<file path="src/rtl/memory_access_pkg.sv">
// Shared encodings, FSM state type and byte-lane helpers for the
// memory-access stage.
package memory_access_pkg;

  localparam logic [1:0] SIZE_BYTE = 2'd0;
  localparam logic [1:0] SIZE_HALF = 2'd1;
  localparam logic [1:0] SIZE_WORD = 2'd2;
  localparam logic [1:0] SIZE_RSVD = 2'd3;

  localparam int DEFAULT_TIMEOUT_CYCLES = 255;

  typedef enum logic [1:0] {
    IDLE     = 2'd0,
    REQUEST  = 2'd1,
    COMPLETE = 2'd2
  } state_t;

  // Reserved size behaves as a word everywhere.
  function automatic logic is_misaligned(input logic [1:0] size, input logic [1:0] offset);
    case (size)
      SIZE_BYTE: is_misaligned = 1'b0;
      SIZE_HALF: is_misaligned = offset[0];
      default:   is_misaligned = |offset;
    endcase
  endfunction

  function automatic logic [3:0] lane_enable(input logic [1:0] size, input logic [1:0] offset);
    case (size)
      SIZE_BYTE: lane_enable = 4'b0001 << offset;
      SIZE_HALF: lane_enable = offset[1] ? 4'b1100 : 4'b0011;
      default:   lane_enable = 4'b1111;
    endcase
  endfunction

  function automatic logic [31:0] replicate_store(input logic [1:0] size, input logic [31:0] data);
    case (size)
      SIZE_BYTE: replicate_store = {4{data[7:0]}};
      SIZE_HALF: replicate_store = {2{data[15:0]}};
      default:   replicate_store = data;
    endcase
  endfunction

endpackage

</file>
<file path="src/rtl/memory_access_if.sv">
// Data-bus bundle between the memory-access stage (master) and memory (slave).
interface memory_access_if;
  logic        memReq;
  logic        memWe;
  logic [31:0] memAddr;
  logic [3:0]  memByteEnable;
  logic [31:0] memWdata;
  logic        memAck;
  logic [31:0] memRdata;

  modport master (
    output memReq, memWe, memAddr, memByteEnable, memWdata,
    input  memAck, memRdata
  );

  modport slave (
    input  memReq, memWe, memAddr, memByteEnable, memWdata,
    output memAck, memRdata
  );
endinterface

</file>
<file path="src/rtl/memory_access_load_aligner.sv">
// Picks the addressed byte/half/word out of a little-endian read word and
// sign- or zero-extends it to 32 bits.
module load_aligner
  import memory_access_pkg::*;
(
  input  logic [31:0] memRdata,
  input  logic [1:0]  offset,
  input  logic [1:0]  memSize,
  input  logic        signExtend,
  output logic [31:0] value
);

  logic [7:0]  w_byte;
  logic [15:0] w_half;

  always_comb begin
    w_byte = memRdata[{offset, 3'b000} +: 8];
    w_half = offset[1] ? memRdata[31:16] : memRdata[15:0];
    case (memSize)
      SIZE_BYTE: value = {{24{signExtend & w_byte[7]}}, w_byte};
      SIZE_HALF: value = {{16{signExtend & w_half[15]}}, w_half};
      default:   value = memRdata;
    endcase
  end

endmodule

</file>
<file path="src/rtl/memory_access.sv">
// Memory-access pipeline stage: pass-through, aligned loads/stores over a
// req/ack data bus with alignment checking and a bus timeout.
module memory_access
  import memory_access_pkg::*;
#(
  parameter int TIMEOUT_CYCLES = DEFAULT_TIMEOUT_CYCLES
) (
  input  logic               clk,
  input  logic               reset,
  input  logic               start,
  input  logic               memRead,
  input  logic               memWrite,
  input  logic [1:0]         memSize,
  input  logic               signExtend,
  input  logic [31:0]        address,
  input  logic [31:0]        storeData,
  memory_access_if.master    bus,
  output logic               stall,
  output logic               done,
  output logic [31:0]        resultOutput,
  output logic               addressError,
  output logic               busError
);

  localparam int CNT_W = (TIMEOUT_CYCLES > 1) ? $clog2(TIMEOUT_CYCLES) : 1;

  state_t             r_state, w_next;
  logic [CNT_W-1:0]   r_count;
  logic [31:0]        r_addr;
  logic [1:0]         r_size;
  logic               r_sext;
  logic               r_store;
  logic               r_we;
  logic [31:0]        r_mem_addr;
  logic [3:0]         r_be;
  logic [31:0]        r_wdata;
  logic [31:0]        r_result;
  logic               r_addr_err;
  logic               r_bus_err;

  logic               w_pass;
  logic               w_misal;
  logic               w_launch;
  logic               w_ack_fire;
  logic               w_timeout;
  logic [31:0]        w_load;

  load_aligner u_load_aligner (
    .memRdata   (bus.memRdata),
    .offset     (r_addr[1:0]),
    .memSize    (r_size),
    .signExtend (r_sext),
    .value      (w_load)
  );

  always_ff @(posedge clk or negedge reset) begin
    if (!reset) r_state <= IDLE;
    else        r_state <= w_next;
  end

  always_comb begin
    w_next     = r_state;
    w_pass     = 1'b0;
    w_misal    = 1'b0;
    w_launch   = 1'b0;
    w_ack_fire = 1'b0;
    w_timeout  = 1'b0;
    case (r_state)
      IDLE: begin
        if (start) begin
          if (!memRead && !memWrite) begin
            w_pass = 1'b1;
            w_next = COMPLETE;
          end else if (is_misaligned(memSize, address[1:0])) begin
            w_misal = 1'b1;
            w_next  = COMPLETE;
          end else begin
            w_launch = 1'b1;
            w_next   = REQUEST;
          end
        end
      end
      REQUEST: begin
        // An ack arriving on the timeout cycle still completes normally.
        if (bus.memAck) begin
          w_ack_fire = 1'b1;
          w_next     = COMPLETE;
        end else if (r_count == CNT_W'(TIMEOUT_CYCLES - 1)) begin
          w_timeout = 1'b1;
          w_next    = COMPLETE;
        end
      end
      COMPLETE: w_next = IDLE;
      default:  w_next = IDLE;
    endcase
  end

  always_ff @(posedge clk or negedge reset) begin
    if (!reset) begin
      r_count    <= '0;
      r_addr     <= '0;
      r_size     <= '0;
      r_sext     <= 1'b0;
      r_store    <= 1'b0;
      r_we       <= 1'b0;
      r_mem_addr <= '0;
      r_be       <= '0;
      r_wdata    <= '0;
      r_result   <= '0;
      r_addr_err <= 1'b0;
      r_bus_err  <= 1'b0;
    end else begin
      if (w_launch) begin
        r_count    <= '0;
        r_addr     <= address;
        r_size     <= memSize;
        r_sext     <= signExtend;
        r_store    <= memWrite;
        r_we       <= memWrite;
        r_mem_addr <= {address[31:2], 2'b00};
        r_be       <= lane_enable(memSize, address[1:0]);
        r_wdata    <= replicate_store(memSize, storeData);
        r_addr_err <= 1'b0;
        r_bus_err  <= 1'b0;
      end
      if (w_pass) begin
        r_result   <= address;
        r_addr_err <= 1'b0;
        r_bus_err  <= 1'b0;
      end
      if (w_misal) begin
        r_result   <= '0;
        r_addr_err <= 1'b1;
        r_bus_err  <= 1'b0;
      end
      if (r_state == REQUEST && !bus.memAck) r_count <= r_count + CNT_W'(1);
      if (w_ack_fire) r_result <= r_store ? r_addr : w_load;
      if (w_timeout) begin
        r_result  <= '0;
        r_bus_err <= 1'b1;
      end
    end
  end

  assign bus.memReq        = (r_state == REQUEST);
  assign bus.memWe         = r_we;
  assign bus.memAddr       = r_mem_addr;
  assign bus.memByteEnable = r_be;
  assign bus.memWdata      = r_wdata;

  assign stall        = (r_state != IDLE);
  assign done         = (r_state == COMPLETE);
  assign resultOutput = r_result;
  assign addressError = r_addr_err;
  assign busError     = r_bus_err;

endmodule

</file>
<file path="src/flat_wrapper.sv">
// flat-port wrapper written by rule: the top's interface ports become plain ports
module memory_access_flat import memory_access_pkg::*;
#(
  parameter int TIMEOUT_CYCLES = DEFAULT_TIMEOUT_CYCLES
)
  (clk, reset, start, memRead, memWrite, memSize, signExtend, address, storeData, stall, done, resultOutput, addressError, busError, bus_memReq, bus_memWe, bus_memAddr, bus_memByteEnable, bus_memWdata, bus_memAck, bus_memRdata);
  memory_access_if bus_i ();
  input  logic clk;
  input  logic reset;
  input  logic start;
  input  logic memRead;
  input  logic memWrite;
  input  logic [1:0] memSize;
  input  logic signExtend;
  input  logic [31:0] address;
  input  logic [31:0] storeData;
  output logic stall;
  output logic done;
  output logic [31:0] resultOutput;
  output logic addressError;
  output logic busError;
  output wire logic [$bits(bus_i.memReq)-1:0] bus_memReq;
  output wire logic [$bits(bus_i.memWe)-1:0] bus_memWe;
  output wire logic [$bits(bus_i.memAddr)-1:0] bus_memAddr;
  output wire logic [$bits(bus_i.memByteEnable)-1:0] bus_memByteEnable;
  output wire logic [$bits(bus_i.memWdata)-1:0] bus_memWdata;
  input wire logic [$bits(bus_i.memAck)-1:0] bus_memAck;
  input wire logic [$bits(bus_i.memRdata)-1:0] bus_memRdata;
  assign bus_memReq = bus_i.memReq;
  assign bus_memWe = bus_i.memWe;
  assign bus_memAddr = bus_i.memAddr;
  assign bus_memByteEnable = bus_i.memByteEnable;
  assign bus_memWdata = bus_i.memWdata;
  assign bus_i.memAck = bus_memAck;
  assign bus_i.memRdata = bus_memRdata;
  memory_access #(.TIMEOUT_CYCLES(TIMEOUT_CYCLES)) u_core (.clk(clk), .reset(reset), .start(start), .memRead(memRead), .memWrite(memWrite), .memSize(memSize), .signExtend(signExtend), .address(address), .storeData(storeData), .bus(bus_i), .stall(stall), .done(done), .resultOutput(resultOutput), .addressError(addressError), .busError(busError));
endmodule
</file>
<file path="config.mk">
export PLATFORM = sky130hd
export DESIGN_NAME = memory_access_flat
export DESIGN_NICKNAME = d
export VERILOG_FILES = /design/src/rtl/memory_access_pkg.sv /design/src/rtl/memory_access_if.sv /design/src/rtl/memory_access_load_aligner.sv /design/src/rtl/memory_access.sv /design/src/flat_wrapper.sv
export SDC_FILE = /design/constraint.sdc
export NUM_CORES = 1
export LEC_CHECK = 0
export CORE_MARGIN = 4
export CORE_UTILIZATION = 43
export CTS_BUF_LIST = sky130_fd_sc_hd__clkbuf_4 sky130_fd_sc_hd__clkbuf_8
export CTS_CLUSTER_SIZE = 24
export DETAILED_ROUTE_END_ITERATION = 16
export PLACE_DENSITY = 0.86
export SLEW_MARGIN = 10
export SYNTH_ARGS = -nofsm -noshare
export SYNTH_HDL_FRONTEND = slang
export SYNTH_SLANG_ARGS = --single-unit
</file>
<file path="constraint.sdc">
create_clock -name clk -period 1.65 [get_ports clk]
set_input_delay 0.33 -clock clk [delete_from_list [all_inputs] [get_ports clk]]
set_output_delay 0.33 -clock clk [all_outputs]
set_load 0.02 [all_outputs]
</file>
==> results.py <==
metrics = {
    "status": {
        "run_status": "finished with violations",
        "violations": "negative setup slack",
    },
    "synth": {
        "ys.flop_type": "dfrtp_1",
        "ys_ff_latch": 116,
        "yosys.area.top_type": "dfrtp_1",
        "synth_cells": 600,
        "ys_warn_count": 0,
        "ys_types": 59,
        "ys_seq_area_share_pct": 46.91,
        "synthTopCellsByArea": "dfrtp_1, mux2_2, mux2i_1, buf_4, nand2_1",
        "yosysTopAreaCellShare_pct": 46.91,
        "synth_enable_flop_cells": 0,
        "netlist_area_sq_um": 6188,
        "syn_area_per_cell_sq_um": 10.31,
        "async_flop_share_pct": 100.0,
    },
    "clock_tree": {
        "path_clk_slew_ps": 70,
        "clockBufferDepth": 2,
        "clock-sinks": 116,
        "clkLatencyLatePin_ps": 450,
        "htreeDepth": 4,
        "cts_buffers": 17,
        "cts-root-buf": "clkbuf_8",
        "cts_tree": "done",
    },
    "global_routing": {
        "grt_use_total_pct": 25.25,
        "grt_max_degree": 41,
        "grt_pass1_vias": 6028,
        "antenna_found_initial": 0,
        "grt_overflow": 0,
        "grt_first_pass_wirelength_mm": 32.31,
    },
    "critical_path": {
        "cp_num_cells": 7,
        "cp.arrival_ps": 2170,
        "crit_buf_inv": 3,
        "endpoint_kind": "flip-flop",
        "cp_common_cell": "buf_6",
        "cpLargestDelayFamily": "simple AND/OR/NAND/NOR gates",
        "crit_required_ps": 2010,
        "critical_path.max_stage_delay_ps": 410,
        "cp_slowest_cell": "or3b_4",
        "ff2ff_path_depth": 7,
        "crit_path_cell_trace": "buf_6 -> or3b_4 -> buf_6 -> nor2_4 -> buf_12 -> a22oi_1 -> o2111ai_1",
        "crit_fanout": 14,
        "critPathLaunchType": "flip-flop",
        "crit_type": "reg -> reg",
    },
    "cells_and_area": {
        "nets": 945,
        "syn_to_final_growth_pct": 49.62,
        "diodes": 0,
        "final_util_pct": 66.19,
        "drive_gt1_share_pct": 24.12,
        "fillers": 1108,
    },
    "floorplan": {
        "fp.coreArea_sq_um": 13990,
        "die_y_um": 128.0,
        "die_w_um": 128.0,
        "rows": 43,
        "dieArea_sq_um": 16380,
        "ios": 211,
        "start_util_pct": 44.24,
    },
    "timing": {
        "tightest_slew_ps": 561.6,
        "max_freq_mhz": 552.8,
        "skew_ps": 9.920,
        "maxSlewViolCount": 0,
        "rsz0062_at_grt": "true",
        "hold_viol_final": 0,
        "min_period_ps": 1809,
        "setup_viol": 71,
        "slew_headroom_pct": 62.56,
        "fin_crit_sh_pct": 109.6,
        "worst_slack_ps": -159.0,
    },
    "flow_run": {
        "cap_viol_max_count": 0,
    },
    "drt": {
        "avgViaCountPerCell": 5.658,
        "num_vias": 5828,
        "route.detailed.drc": 0,
        "first_iter_violations": 380,
        "wire_per_inst_um": 19.95,
        "drt_pass1_iterations": 5,
        "routed_wl_mm": 20.55,
        "ant_nets": 0,
    },
    "power_and_ir_drop": {
        "total_leakage_power_uw": 0.004219,
        "pwr_density_cell_nw_per_um2": 1465,
        "vdd_drop_max_v": 0.0006960,
    },
    "place": {
        "place.gp.congestion": 0.8652,
        "dpl.hpwl_mm": 14.83,
        "pre_cts_ws_ps": -522.6,
        "port_buffers": 208,
    },
    "min_path": {
        "hp-class": "in -> async",
    },
}
[Yosys cell counts (2+ instances only)]
library cell	number
a211oi_1	4
a21oi_1	13
a22o_1	2
a22oi_1	25
a2bb2oi_1	4
a31oi_1	7
a32oi_1	6
and2_1	3
buf_2	18
buf_4	33
buf_6	4
clkbuf_1	18
dfrtp_1	116
ha_1	2
inv_1	25
mux2_2	43
mux2i_1	38
mux4_2	2
nand2_1	61
nand2b_1	3
nand3_1	20
nand4_1	11
nor2_1	22
nor2_2	2
nor2b_1	3
nor3_1	2
nor3b_1	5
o2111ai_1	19
o211ai_1	2
o21ai_0	40
o21ai_1	3
o221ai_1	9
or2_2	5
or3b_2	2
xor2_1	4
[registers in the layout (all words and copies together) (netlist names), 2 cells and up]
| signal | cells |
|---|---|
| u_core.bus.memWdata | 32 |
| u_core.resultOutput | 32 |
| u_core.r_addr | 31 |
| u_core.r_count | 8 |
| u_core.bus.memByteEnable | 4 |
| u_core.r_size | 2 |
| u_core.r_state | 2 |
[layout by cell type (no fill, tap or decap), types with 4 or more instances in the layout]
cell,count
o21ai_1,7
nand4_1,11
buf_12,9
or2_2,5
dlygate4sd2_1,100
mux2_2,43
a22oi_2,17
nand2_1,59
o2111ai_1,19
nand3_1,20
xor2_1,4
mux2i_1,37
a21oi_1,13
a2bb2oi_1,4
a22oi_1,8
inv_1,25
o221ai_1,9
buf_4,70
a32oi_1,6
nor3b_1,4
o21ai_0,36
a31oi_1,6
clkbuf_8,22
nor2_1,22
clkdlybuf4s50_1,103
dfrtp_1,115
buf_6,7
[layer usage]
metal / track usage (%) / wire length [um] / up-vias
li1: - / - / 2645
met1: 31.12 / 8267 / 2837
met2: 41.07 / 9758 / 290
met3: 7.417 / 1710 / 56
met4: 11.36 / 810 / 0
met5: 0 / 0 / -
[worst paths after layout]
kind | start | slack [ps] | endpoint
worst max register to register | u_core.r_state[0] | -160 | u_core.resultOutput[27]
max in group asynchronous | reset | 720 | u_core.bus.memWdata[2]
min in group clk | u_core.bus.memWdata[15] | 470 | u_core.bus.memWdata[15]
worst min-delay path | reset | 350 | u_core.r_addr[17]
worst min register to register | u_core.bus.memWdata[15] | 470 | u_core.bus.memWdata[15]
worst max-delay path | u_core.r_state[0] | -160 | u_core.resultOutput[27]
[layout make-up]
class / instances / area (sq um) / area share [%]
Clock buffer: 23 / 310.3 / 3.351
Inverter: 25 / 93.84 / 1.014
Multi-Input combinational cell: 386 / 2887 / 31.18
Timing Repair Buffer: 292 / 2716 / 29.34
Clock inverter: 8 / 122.6 / 1.324
Sequential cell: 116 / 2904 / 31.36
Tap cell: 180 / 225.2 / 2.432
[worst register-to-register path: cells and delay by family (launching register included)]
kind            cells  cell delay, ps
buf+inv             3             500
simple gates        2             620
compound gates      2             200
flops               1             400
[kinds of logic after synthesis]
| logic type | after synthesis | share of synthesized area [%] |
|---|---|---|
| xor gates and xnor gates | 4 | 0.5661 |
| and+or+nand+nor | 149 | 12.09 |
| DFF | 116 | 46.91 |
| muxes | 83 | 14.70 |
| buffers and inverters | 99 | 8.856 |
| adders and majority gates | 2 | 0.4043 |
| other | 1 | 0.06060 |
| AOI/OAI and AO/OA | 146 | 16.42 |
[report_power, final]
part,internal [uW],switching (uW)
logic,2660,3330
registers,3940,775
clock network,1700,1160
[per-stage QoR]
step / cells / hold WS, ps / total power, uW / cell area (sq um) / TNS [ps]
after CTS: 1031 / 339.5 / 13560 / 9234 / -6776
after floorplan: 601 / 34.41 / 8327 / 6198 / -1548
after global placement: 991 / 276.0 / 11110 / 8726 / -37270
after global routing: 1030 / 351.2 / 14300 / 9259 / -9615
final: 1030 / 345.1 / 13560 / 9259 / -4474
after detailed placement: 991 / 271.7 / 11280 / 8726 / -41360
[timing repair]
item / in CTS / in global routing
resized for setup: 141 / 20
hold endpoints to repair: 22 / 0
endpoints found under the setup margin: 147 / 113
cloned: 2 / 0
setup buffers: 6 / 2
hold buffers: 1 / 0
pin swaps: 19 / 7
Note: power is estimated with default switching activity, not from simulation.
